**config.mk**
```make
export PLATFORM = sky130hd
export DESIGN_NAME = vga_pixel_scanout
export DESIGN_NICKNAME = d
export VERILOG_FILES = /design/src/rtl/vga_pixel_scanout.sv
export SDC_FILE = /design/constraint.sdc
export NUM_CORES = 1
export LEC_CHECK = 0
export BUFFER_PORTS_ARGS = -buffer_cell sky130_fd_sc_hd__buf_2
export CAP_MARGIN = 20
export CORE_ASPECT_RATIO = 0.8
export CORE_MARGIN = 8
export CORE_UTILIZATION = 55
export DETAILED_ROUTE_END_ITERATION = 8
export HOLD_SLACK_MARGIN = 0.02
export PLACE_DENSITY = 0.89
export SETUP_SLACK_MARGIN = 0.2
export SYNTH_ARGS = -nofsm -noshare
export SYNTH_HDL_FRONTEND = slang
export SYNTH_SLANG_ARGS = --single-unit
export TNS_END_PERCENT = 30
```
**constraint.sdc**
```tcl
create_clock -name HCLK -period 2.2 [get_ports HCLK]
set_clock_uncertainty 0.1 [all_clocks]
set_input_delay 0.22 -clock HCLK [delete_from_list [all_inputs] [get_ports HCLK]]
set_output_delay 0.22 -clock HCLK [all_outputs]
set_load 0.03 [all_outputs]
```
**src/rtl/vga_pixel_scanout.sv**
```systemverilog
// vga_pixel_scanout
// Display-side reader for a 1-bit-per-pixel frame buffer. Generates VGA
// horizontal/vertical timing, drives the frame buffer read address, captures
// the returned pixel bit one pixel period later and emits registered
// hsync/vsync/de/rgb plus a one-HCLK frame_start pulse.
//
// Optional build macro VGA_TEST_PATTERN_EN adds a test_mode input that
// replaces the frame buffer data with a 32x32 checkerboard in the active area.
module vga_pixel_scanout #(
  parameter int          CLK_DIV  = 2,
  parameter int          H_ACTIVE = 640,
  parameter int          H_FP     = 16,
  parameter int          H_SYNC   = 96,
  parameter int          H_BP     = 48,
  parameter int          V_ACTIVE = 480,
  parameter int          V_FP     = 10,
  parameter int          V_SYNC   = 2,
  parameter int          V_BP     = 33,
  parameter logic [11:0] FG_RGB   = 12'hFFF,
  parameter logic [11:0] BG_RGB   = 12'h000
) (
  input  logic        HCLK,
  input  logic        HRESET,
`ifdef VGA_TEST_PATTERN_EN
  input  logic        test_mode,
`endif
  input  logic        pixel,
  output logic [9:0]  pixel_x,
  output logic [8:0]  pixel_y,
  output logic        hsync,
  output logic        vsync,
  output logic        de,
  output logic [11:0] rgb,
  output logic        frame_start
);

  localparam int H_TOTAL = H_ACTIVE + H_FP + H_SYNC + H_BP;
  localparam int V_TOTAL = V_ACTIVE + V_FP + V_SYNC + V_BP;

  // One spare code point so the sync-end compare constant never wraps.
  localparam int HW    = $clog2(H_TOTAL + 1);
  localparam int VW    = $clog2(V_TOTAL + 1);
  localparam int DIV_W = (CLK_DIV > 1) ? $clog2(CLK_DIV) : 1;

  localparam logic [DIV_W-1:0] DIV_LAST = DIV_W'(CLK_DIV - 1);

  localparam logic [HW-1:0] H_LAST     = HW'(H_TOTAL - 1);
  localparam logic [HW-1:0] H_ACT_END  = HW'(H_ACTIVE);
  localparam logic [HW-1:0] H_SYNC_BEG = HW'(H_ACTIVE + H_FP);
  localparam logic [HW-1:0] H_SYNC_END = HW'(H_ACTIVE + H_FP + H_SYNC);

  localparam logic [VW-1:0] V_LAST     = VW'(V_TOTAL - 1);
  localparam logic [VW-1:0] V_ACT_END  = VW'(V_ACTIVE);
  localparam logic [VW-1:0] V_SYNC_BEG = VW'(V_ACTIVE + V_FP);
  localparam logic [VW-1:0] V_SYNC_END = VW'(V_ACTIVE + V_FP + V_SYNC);

  // Column lies inside the visible area.
  function automatic logic h_visible(input logic [HW-1:0] h);
    return (h < H_ACT_END);
  endfunction

  // Row lies inside the visible area.
  function automatic logic v_visible(input logic [VW-1:0] v);
    return (v < V_ACT_END);
  endfunction

  // Active-low horizontal sync level for a column.
  function automatic logic h_sync_n(input logic [HW-1:0] h);
    return !((h >= H_SYNC_BEG) && (h < H_SYNC_END));
  endfunction

  // Active-low vertical sync level for a row.
  function automatic logic v_sync_n(input logic [VW-1:0] v);
    return !((v >= V_SYNC_BEG) && (v < V_SYNC_END));
  endfunction

  // Saturate the column address to 0 outside the visible area so the frame
  // buffer index never leaves the 640x480 window.
  function automatic logic [9:0] clamp_x(input logic [HW-1:0] h);
    return h_visible(h) ? 10'(h) : 10'd0;
  endfunction

  // Saturate the row address to 0 outside the visible area.
  function automatic logic [8:0] clamp_y(input logic [VW-1:0] v);
    return v_visible(v) ? 9'(v) : 9'd0;
  endfunction

  // Map a pixel bit to a colour; blanking is always black.
  function automatic logic [11:0] pick_rgb(input logic vis, input logic bit_on);
    if (!vis) return 12'h000;
    return bit_on ? FG_RGB : BG_RGB;
  endfunction

  logic [DIV_W-1:0] div_cnt;
  logic             pix_en;
  logic [HW-1:0]    h_cnt;
  logic [VW-1:0]    v_cnt;

  logic             vld_p0;
  logic             hs_p0;
  logic             vs_p0;
  logic             first_p0;

  logic             vld_p1;
  logic             hs_p1;
  logic             vs_p1;
  logic             first_p1;

  logic             src_bit;

  assign pix_en = (div_cnt == DIV_LAST);

  // Pixel-rate divider: pix_en fires on the last HCLK of every pixel period.
  always_ff @(posedge HCLK or posedge HRESET) begin
    if (HRESET)      div_cnt <= '0;
    else if (pix_en) div_cnt <= '0;
    else             div_cnt <= div_cnt + DIV_W'(1);
  end

  // Raster counters; the row advances when the column wraps.
  always_ff @(posedge HCLK or posedge HRESET) begin
    if (HRESET) begin
      h_cnt <= '0;
      v_cnt <= '0;
    end else if (pix_en) begin
      if (h_cnt == H_LAST) begin
        h_cnt <= '0;
        v_cnt <= (v_cnt == V_LAST) ? '0 : v_cnt + VW'(1);
      end else begin
        h_cnt <= h_cnt + HW'(1);
      end
    end
  end

  // ---- stage p0: timing decode straight from the counters ----
  assign vld_p0   = h_visible(h_cnt) && v_visible(v_cnt);
  assign hs_p0    = h_sync_n(h_cnt);
  assign vs_p0    = v_sync_n(v_cnt);
  assign first_p0 = (h_cnt == '0) && (v_cnt == '0);

  // ---- stage p1: frame buffer address and first delay of the timing flags ----
  // Address register; the frame buffer answers before the next pix_en.
  always_ff @(posedge HCLK or posedge HRESET) begin
    if (HRESET) begin
      pixel_x <= '0;
      pixel_y <= '0;
    end else if (pix_en) begin
      pixel_x <= clamp_x(h_cnt);
      pixel_y <= clamp_y(v_cnt);
    end
  end

  // Timing flags travel alongside the address so they meet the returned pixel.
  always_ff @(posedge HCLK or posedge HRESET) begin
    if (HRESET) begin
      vld_p1   <= 1'b0;
      hs_p1    <= 1'b1;
      vs_p1    <= 1'b1;
      first_p1 <= 1'b0;
    end else if (pix_en) begin
      vld_p1   <= vld_p0;
      hs_p1    <= hs_p0;
      vs_p1    <= vs_p0;
      first_p1 <= first_p0;
    end
  end

  // Colour source: frame buffer bit, or the checkerboard when test_mode is set.
  // The address register still holds the coordinates of the pixel being
  // presented, so its bit 5 selects the 32x32 block.
`ifdef VGA_TEST_PATTERN_EN
  assign src_bit = test_mode ? (pixel_x[5] ^ pixel_y[5]) : pixel;
`else
  assign src_bit = pixel;
`endif

  // ---- stage p2: registered video outputs ----
  // Video outputs; pixel is sampled on the same pix_en edge.
  always_ff @(posedge HCLK or posedge HRESET) begin
    if (HRESET) begin
      de    <= 1'b0;
      hsync <= 1'b1;
      vsync <= 1'b1;
      rgb   <= 12'h000;
    end else if (pix_en) begin
      de    <= vld_p1;
      hsync <= hs_p1;
      vsync <= vs_p1;
      rgb   <= pick_rgb(vld_p1, src_bit);
    end
  end

  // frame_start lasts a single HCLK even when a pixel spans several HCLKs.
  always_ff @(posedge HCLK or posedge HRESET) begin
    if (HRESET) frame_start <= 1'b0;
    else        frame_start <= pix_en & first_p1;
  end

endmodule

```
==> results of run 1 <==
layout by cell type, fill, tap and decap left out, types with 2 or more instances in the layout:
cell type	instances
ha_1	5
o21ai_0	9
nand4_1	5
inv_1	6
and3_1	3
nor3_1	3
buf_4	10
nand2_1	10
dfrtp_1	44
o21a_1	2
a31oi_1	2
xor2_1	3
and2_1	2
buf_2	37
nand3_1	10
dfstp_2	4
a22o_1	18
xnor2_1	8
o2bb2ai_1	3
a32o_1	2
nor4b_1	3
clkbuf_8	6
and4_1	3
nor2_1	8
mux2_2	4
metrics by stage:
step	hold WS, ns	total power [mW]	instance area (um^2)
floorplan	0.267	0.974	2260
global placement	0.242	0.979	2450
detailed placement	0.256	0.980	2450
CTS	0.0800	1.63	2580
global route	0.0990	1.67	2590
finish	0.0757	1.62	2590
worst max-delay path by stage:
stage,cells after the start,to,slack [ns],from
finish,5,v_cnt[9],0.26,h_cnt[1]
global route,5,v_cnt[9],0.12,h_cnt[1]
CTS,5,v_cnt[9],0.22,h_cnt[0]
detailed placement,5,v_cnt[9],0.26,h_cnt[0]
global placement,5,v_cnt[9],0.29,h_cnt[0]
floorplan,5,v_cnt[9],0.35,h_cnt[0]
timing repair:
item / CTS / global route
setup endpoints to repair: 0 / 14
hold endpoints to repair: 26 / 0
hold buffers: 1 / 0
gates resized for setup: 0 / 2
area by class of cell:
cell class,instances,area share
Tap cell,57,0.0275
Inverter,8,0.0116
Sequential cell,49,0.476
Timing Repair Buffer,48,0.104
Multi-Input combinational cell,117,0.335
Clock inverter,1,0.0116
Clock buffer,7,0.0333
per-layer routing:
layer,track usage,vias to the layer above,share of wire
li1,-,766,-
met1,0.209,803,0.46
met2,0.233,63,0.43
met3,0.0525,4,0.096
met4,0.0532,0,0.010
met5,0,-,0
critical path: stages, from the launching register on:
cell and delay [ns]:
dfrtp_1 0.40, ha_1 0.25, nand4_4 0.14, or4_4 0.54
o31a_1 0.30, a31oi_1 0.14
power groups by stage:
stage	logic [mW]	clock network (mW)	registers (mW)
2_1_floorplan	0.0509	0	0.923
3_3_place_gp	0.0587	0	0.921
3_5_place_dp	0.0595	0	0.921
4_1_cts	0.0608	0.665	0.903
5_1_grt	0.0638	0.707	0.904
6_report	0.0589	0.655	0.903
logic make-up after synthesis:
group                    after synthesis  share of synthesized area
adder cells (fa/ha/maj)                5                     0.0276
buffers and inverters                 32                     0.0752
AND/OR/NAND/NOR                       56                      0.150
AO/OA/AOI/OAI                         41                      0.141
flip-flops                            49                      0.544
multiplexers                           4                     0.0199
XOR/XNOR                              11                     0.0426
registers in the layout, indices dropped and copies added, names as in the netlist, 9 cells and up:
register and flops:
h_cnt 10, pixel_x 10, pixel_y 9, v_cnt 10
==> metrics.md, run 1 <==
| Metric | Value |
|---|---|
| Area share of the largest cell type after synthesis | `0.498` |
| Tot GR Track Use | `0.158` |
| Worst-path clk slew | `~0.08 ns` |
| I/O Buffers | `37` |
| Fin. Hold Viols | `0` |
| Post-CTS setup buffer count | `0` |
| Layout area overhead | `14.4%` |
| Worst r2r dst | `v_cnt[9]` |
| Reg2Reg Setup Slack | `0.26 ns` |
| Hold endpoint | `rgb[10]` |
| Initial antenna violation count | `0` |
| Min-Delay Path Depth | `3` |
| Nets | `237` |
| Worst Setup Path Type | `reg -> reg` |
| Startpoint Class | `register` |
| Seq/Total Area, Yosys | `0.544` |
| Reg area | `approximately 0.0012 mm^2` |
| Post-synth EDFFs | `0` |
| Main synth FF type | `dfrtp_1` |
| Hold Path Class | `in -> reg` |
| Status | `finished clean` |
| Max_cap viols | `0` |
| Net Switching | `approximately 0.33 mW` |
| Max Fclk | `0.515 GHz` |
| Static Leak | `1.20 nW` |
| Setup slack at placement | `0.262 ns` |
| Sequential power share | `0.558` |
| GP Congestion | `0.855` |
| Worst setup EP type | `register` |
| Relative slew margins | `0.556` |
| Top post-synthesis cells by area | `dfrtp_1, a22o_1, dfstp_2` |
| Tightest Pin Transition | `0.665 ns` |
| Routed vias/inst | `5.70` |
| Synth area leader | `dfrtp_1` |
| Placed insts | `~280` |
| Die span in x | `a little under 90 um` |
| CP required | `2.33 ns` |
| Max FO, Critical Path | `5` |
| Initial core utilization | `0.556` |
| Post-route setup TNS | `0 ns` |
| Sw frac | `0.206` |
| Iteration-0 DRC Markers | `144` |
| Clk_lat worst skew | `around 0.30 ns` |
| Mapped Nets | `a little over 200` |
| Pwr Density | `625 mW/mm^2` |
| HP Start | `pixel` |
| Hpwl dp | `between 3000 and 4000 um` |
| Die height | `73.4 um` |
| Fillers | `324` |
| Core Area | `0.00407 mm^2` |
| Post-synth top cells | `dfrtp_1, a22o_1, buf_4` |
| Arrival time worst endpoint | `2.07 ns` |
| Post-DRT Antenna Nets | `0` |
| DR WL/cell | `16.0 um` |
| Final-report max-slew violation count | `0` |
| Synth Register Bits | `49` |
| Clock Sinks | `slightly below 50` |
| Synthesized netlist cell count | `198` |
| IO Pins | `38` |
| Total gr overflow | `0` |
| Vias in the first global route | `1,610` |
| Clock share of power | `0.405` |
| VDD IR max | `0.000536 V` |
| Die area | `roughly 0.0064 mm^2` |
| Gate power share | `0.036` |
| Global-route wire length before repair | `7880 um` |
| Vias | `around 1,600` |
| TritonCTS clock tree | `yes` |
| Pre-Repair DR Iteration Count | `4` |
| Worst Reg-to-Reg Cells | `5` |
| Total CTS buffers | `5` |
| Post-layout util | `0.636` |
| Syn. warnings | `0` |
| Final worst slack | `0.258 ns` |
| Clock Path Buffers | `2` |
| Library cells used by synthesis | `41` |
| Clock root buffer | `clkbuf_8` |
| Pin count of the biggest net entering global routing | `33` |
| Setup-failing EPs final | `0` |
| Non-Filler Instances | `~290` |
| Final Cycle Share | `0.883` |
| Avg Synthesized Cell Area | `around 11 um^2` |
| Ant. Diodes | `0` |
| Multi-input combinational cell area | `868 um^2` |
| RSZ-0062 raised after global routing | `true` |
| Post-synthesis async set-or-reset flop share | `1.00` |
| Mapped cell area | `0.00226 mm^2` |
| Routed wire length | `approximately 4600 um` |
| Most common cell in the netlist | `dfrtp_1` |
| Max H-tree Level | `2` |
| Num rows | `21` |
| Minimum clock period | `a little under 2 ns` |
| DRC viols | `0` |
| Internal | `roughly 1.3 mW` |
| Critical R2R Launch | `h_cnt[1]` |
| Ratio of cells with drive above 1 in the final layout | `0.304` |
Power figures use the tool's default switching activity.
==> run 2, diff against run 1 <==
- CELL_PAD_IN_SITES_DETAIL_PLACEMENT: not set -> 0
- CELL_PAD_IN_SITES_GLOBAL_PLACEMENT: not set -> 2
- CORE_UTILIZATION: 55 -> 36
==> run 2 against run 1 <==
  * Final cell count is 9.8% higher
  * Total power grew 0.65%
  * Worst setup slack worse by 0.032 ns
  * Sequential cell count unchanged
  * Register-to-register slack got worse by 0.03 ns
  * Worst hold slack got worse by 0.027 ns
  * Core utilization down 21 points
  * Via count is 4.9% lower
  * Critical path type unchanged
  * Highest routed layer unchanged
==> metrics.md, run 2 (same netlist as run 1, synthesis figures left out) <==
| Metric | Value |
|---|---|
| Status | `finished clean` |
| Final worst slack | `0.226 ns` |
| Max FO, Critical Path | `5` |
| Fin. Hold Viols | `0` |
| Non-Filler Instances | `315` |
| Max_cap viols | `0` |
| Vias in the first global route | `1,545` |
| I/O Buffers | `37` |
| Routed wire length | `4870 um` |
| Clock root buffer | `clkbuf_8` |
| Worst-path clk slew | `0.09 ns` |
| Final-report max-slew violation count | `0` |
| Initial core utilization | `0.362` |
| Max Fclk | `~0.5 GHz` |
| Largest regs | `h_cnt (10), pixel_x (10), v_cnt (10)` |
| Routed vias/inst | `4.94` |
| Hpwl dp | `3390 um` |
| Total gr overflow | `0` |
| Die area | `~0.009 mm^2` |
| Nets | `238` |
| DRC viols | `0` |
| Pwr Density | `615 mW/mm^2` |
| Fin area | `0.00265 mm^2` |
| TritonCTS clock tree | `yes` |
| Internal | `~1.3 mW` |
| Most frequent cells in the layout | `dfrtp_1, buf_2, a22o_1` |
| Pre-Repair DR Iteration Count | `4` |
| Commonest non-fill, non-tap cell in the layout | `dfrtp_1` |
| RSZ-0062 raised after global routing | `true` |
| Ant. Diodes | `0` |
| Post-route setup TNS | `0 ns` |
| Worst setup EP type | `register` |
| Iteration-0 DRC Markers | `89` |
| Tightest Pin Transition | `0.514 ns` |
| Total CTS buffers | `5` |
| Num rows | `26` |
| Placed Area | `0.00250 mm^2` |
| Clock Sinks | `49` |
| Initial antenna violation count | `0` |
| Die span in x | `~100 um` |
| Setup-failing EPs final | `0` |
| GP Congestion | `0.773` |
| Clock Path Buffers | `2` |
| Final Cycle Share | `0.897` |
| Sequential power share | `0.555` |
| Minimum clock period | `between 1.5 and 2 ns` |
| Placed insts | `305` |
| Net Switching | `between 0.3 and 0.4 mW` |
| Layout area overhead | `17.0%` |
| Max H-tree Level | `2` |
| Static Leak | `1.21 nW` |
| Post-DRT Antenna Nets | `0` |
| Core Area | `0.00625 mm^2` |
| Startpoint Class | `register` |
| Gate power share | `0.037` |
| Worst Setup Path Type | `reg -> reg` |
| Setup slack at placement | `0.232 ns` |
| Hold Path Class | `in -> reg` |
| IO Pins | `38` |
| Arrival time worst endpoint | `~2.1 ns` |
| Die height | `roughly 87 um` |
| DR WL/cell | `15.4 um` |
| VDD IR max | `roughly 0.00023 V` |
| CP required | `between 2 and 2.5 ns` |
| Ratio of cells with drive above 1 in the final layout | `0.316` |
| Relative slew margins | `0.657` |
| Global-route wire length before repair | `8210 um` |
| Fillers | `~600` |
| Clock share of power | `0.408` |
| Clk_lat worst skew | `0.30 ns` |
| Pin count of the biggest net entering global routing | `30` |
| Vias | `1,556` |
| Sw frac | `0.211` |
| Tot GR Track Use | `0.113` |
-- run 2: cell types whose count changed in the layout (fill, tap and decap cells not counted) --
cell        change
nor4b_2         +1
nor3_4          -1
nor3_2          +1
ha_2            +1
dfrtp_2         -1
nor4b_1         -1
buf_12          +1
clkinvlp_4      +1
ha_1            -1
clkbuf_1        -1
dfrtp_1         +1
-- run 2: worst paths after layout --
| kind | start | end | slack (ns) | cells after the start |
|---|---|---|---|---|
| min in group asynchronous | HRESET | pixel_y[6] | 0.38 | 3 |
| max | h_cnt[0] | v_cnt[9] | 0.23 | 5 |
| max in group asynchronous | HRESET | h_cnt[9] | 1.11 | 4 |
| min reg2reg | pixel_x[7] | pixel_x[7] | 0.40 | 1 |
| min | pixel | rgb[10] | 0.05 | 3 |
| max reg2reg | h_cnt[0] | v_cnt[9] | 0.23 | 5 |
-- run 2: power by group through the flow --
stage / registers, mW / clock network (mW) / logic [mW]
after floorplan: 0.923 / 0 / 0.0509
after global placement: 0.921 / 0 / 0.0613
after detailed placement: 0.921 / 0 / 0.0611
after CTS: 0.903 / 0.678 / 0.0625
after global routing: 0.904 / 0.719 / 0.0675
final: 0.903 / 0.664 / 0.0607
-- run 2: routing by layer --
layer / global-route usage / wire length (um) / up-vias
met4: 0.0349 / 51 / 0
met1: 0.164 / 2590 / 745
met5: 0 / 0 / -
li1: - / - / 767
met3: 0.0355 / 296 / 4
met2: 0.152 / 1930 / 40
-- run 2: critical path, stage by stage, from the launching register on --
cell     delay, ns
dfrtp_1       0.43
ha_2          0.24
nand4_4       0.13
or4_4         0.54
o31a_1        0.32
a31oi_1       0.13
-- run 2: stage by stage --
stage / power (mW) / util / hold WS (ns)
floorplan: 0.974 / - / 0.267
global placement: 0.982 / 0.400 / 0.157
detailed placement: 0.982 / 0.400 / 0.160
CTS: 1.64 / 0.421 / 0.0421
global route: 1.69 / 0.424 / 0.0581
finish: 1.63 / 0.424 / 0.0489
-- run 2: repair_timing --
action,4_1_cts,5_1_grt
hold buffers,1,0
endpoints found under the hold margin,16,0
setup endpoints to repair,0,6
resized for setup,0,2
buffers inserted,0,1
-- run 2: layout make-up --
class | instances | area [um^2] | area share
Inverter | 8 | 30.0 | 0.0113
Timing Repair Buffer | 49 | 290 | 0.110
Multi-Input combinational cell | 117 | 871 | 0.329
Tap cell | 84 | 105 | 0.0397
Clock buffer | 6 | 82.6 | 0.0312
Sequential cell | 49 | 1230 | 0.465
Clock inverter | 2 | 37.5 | 0.0142
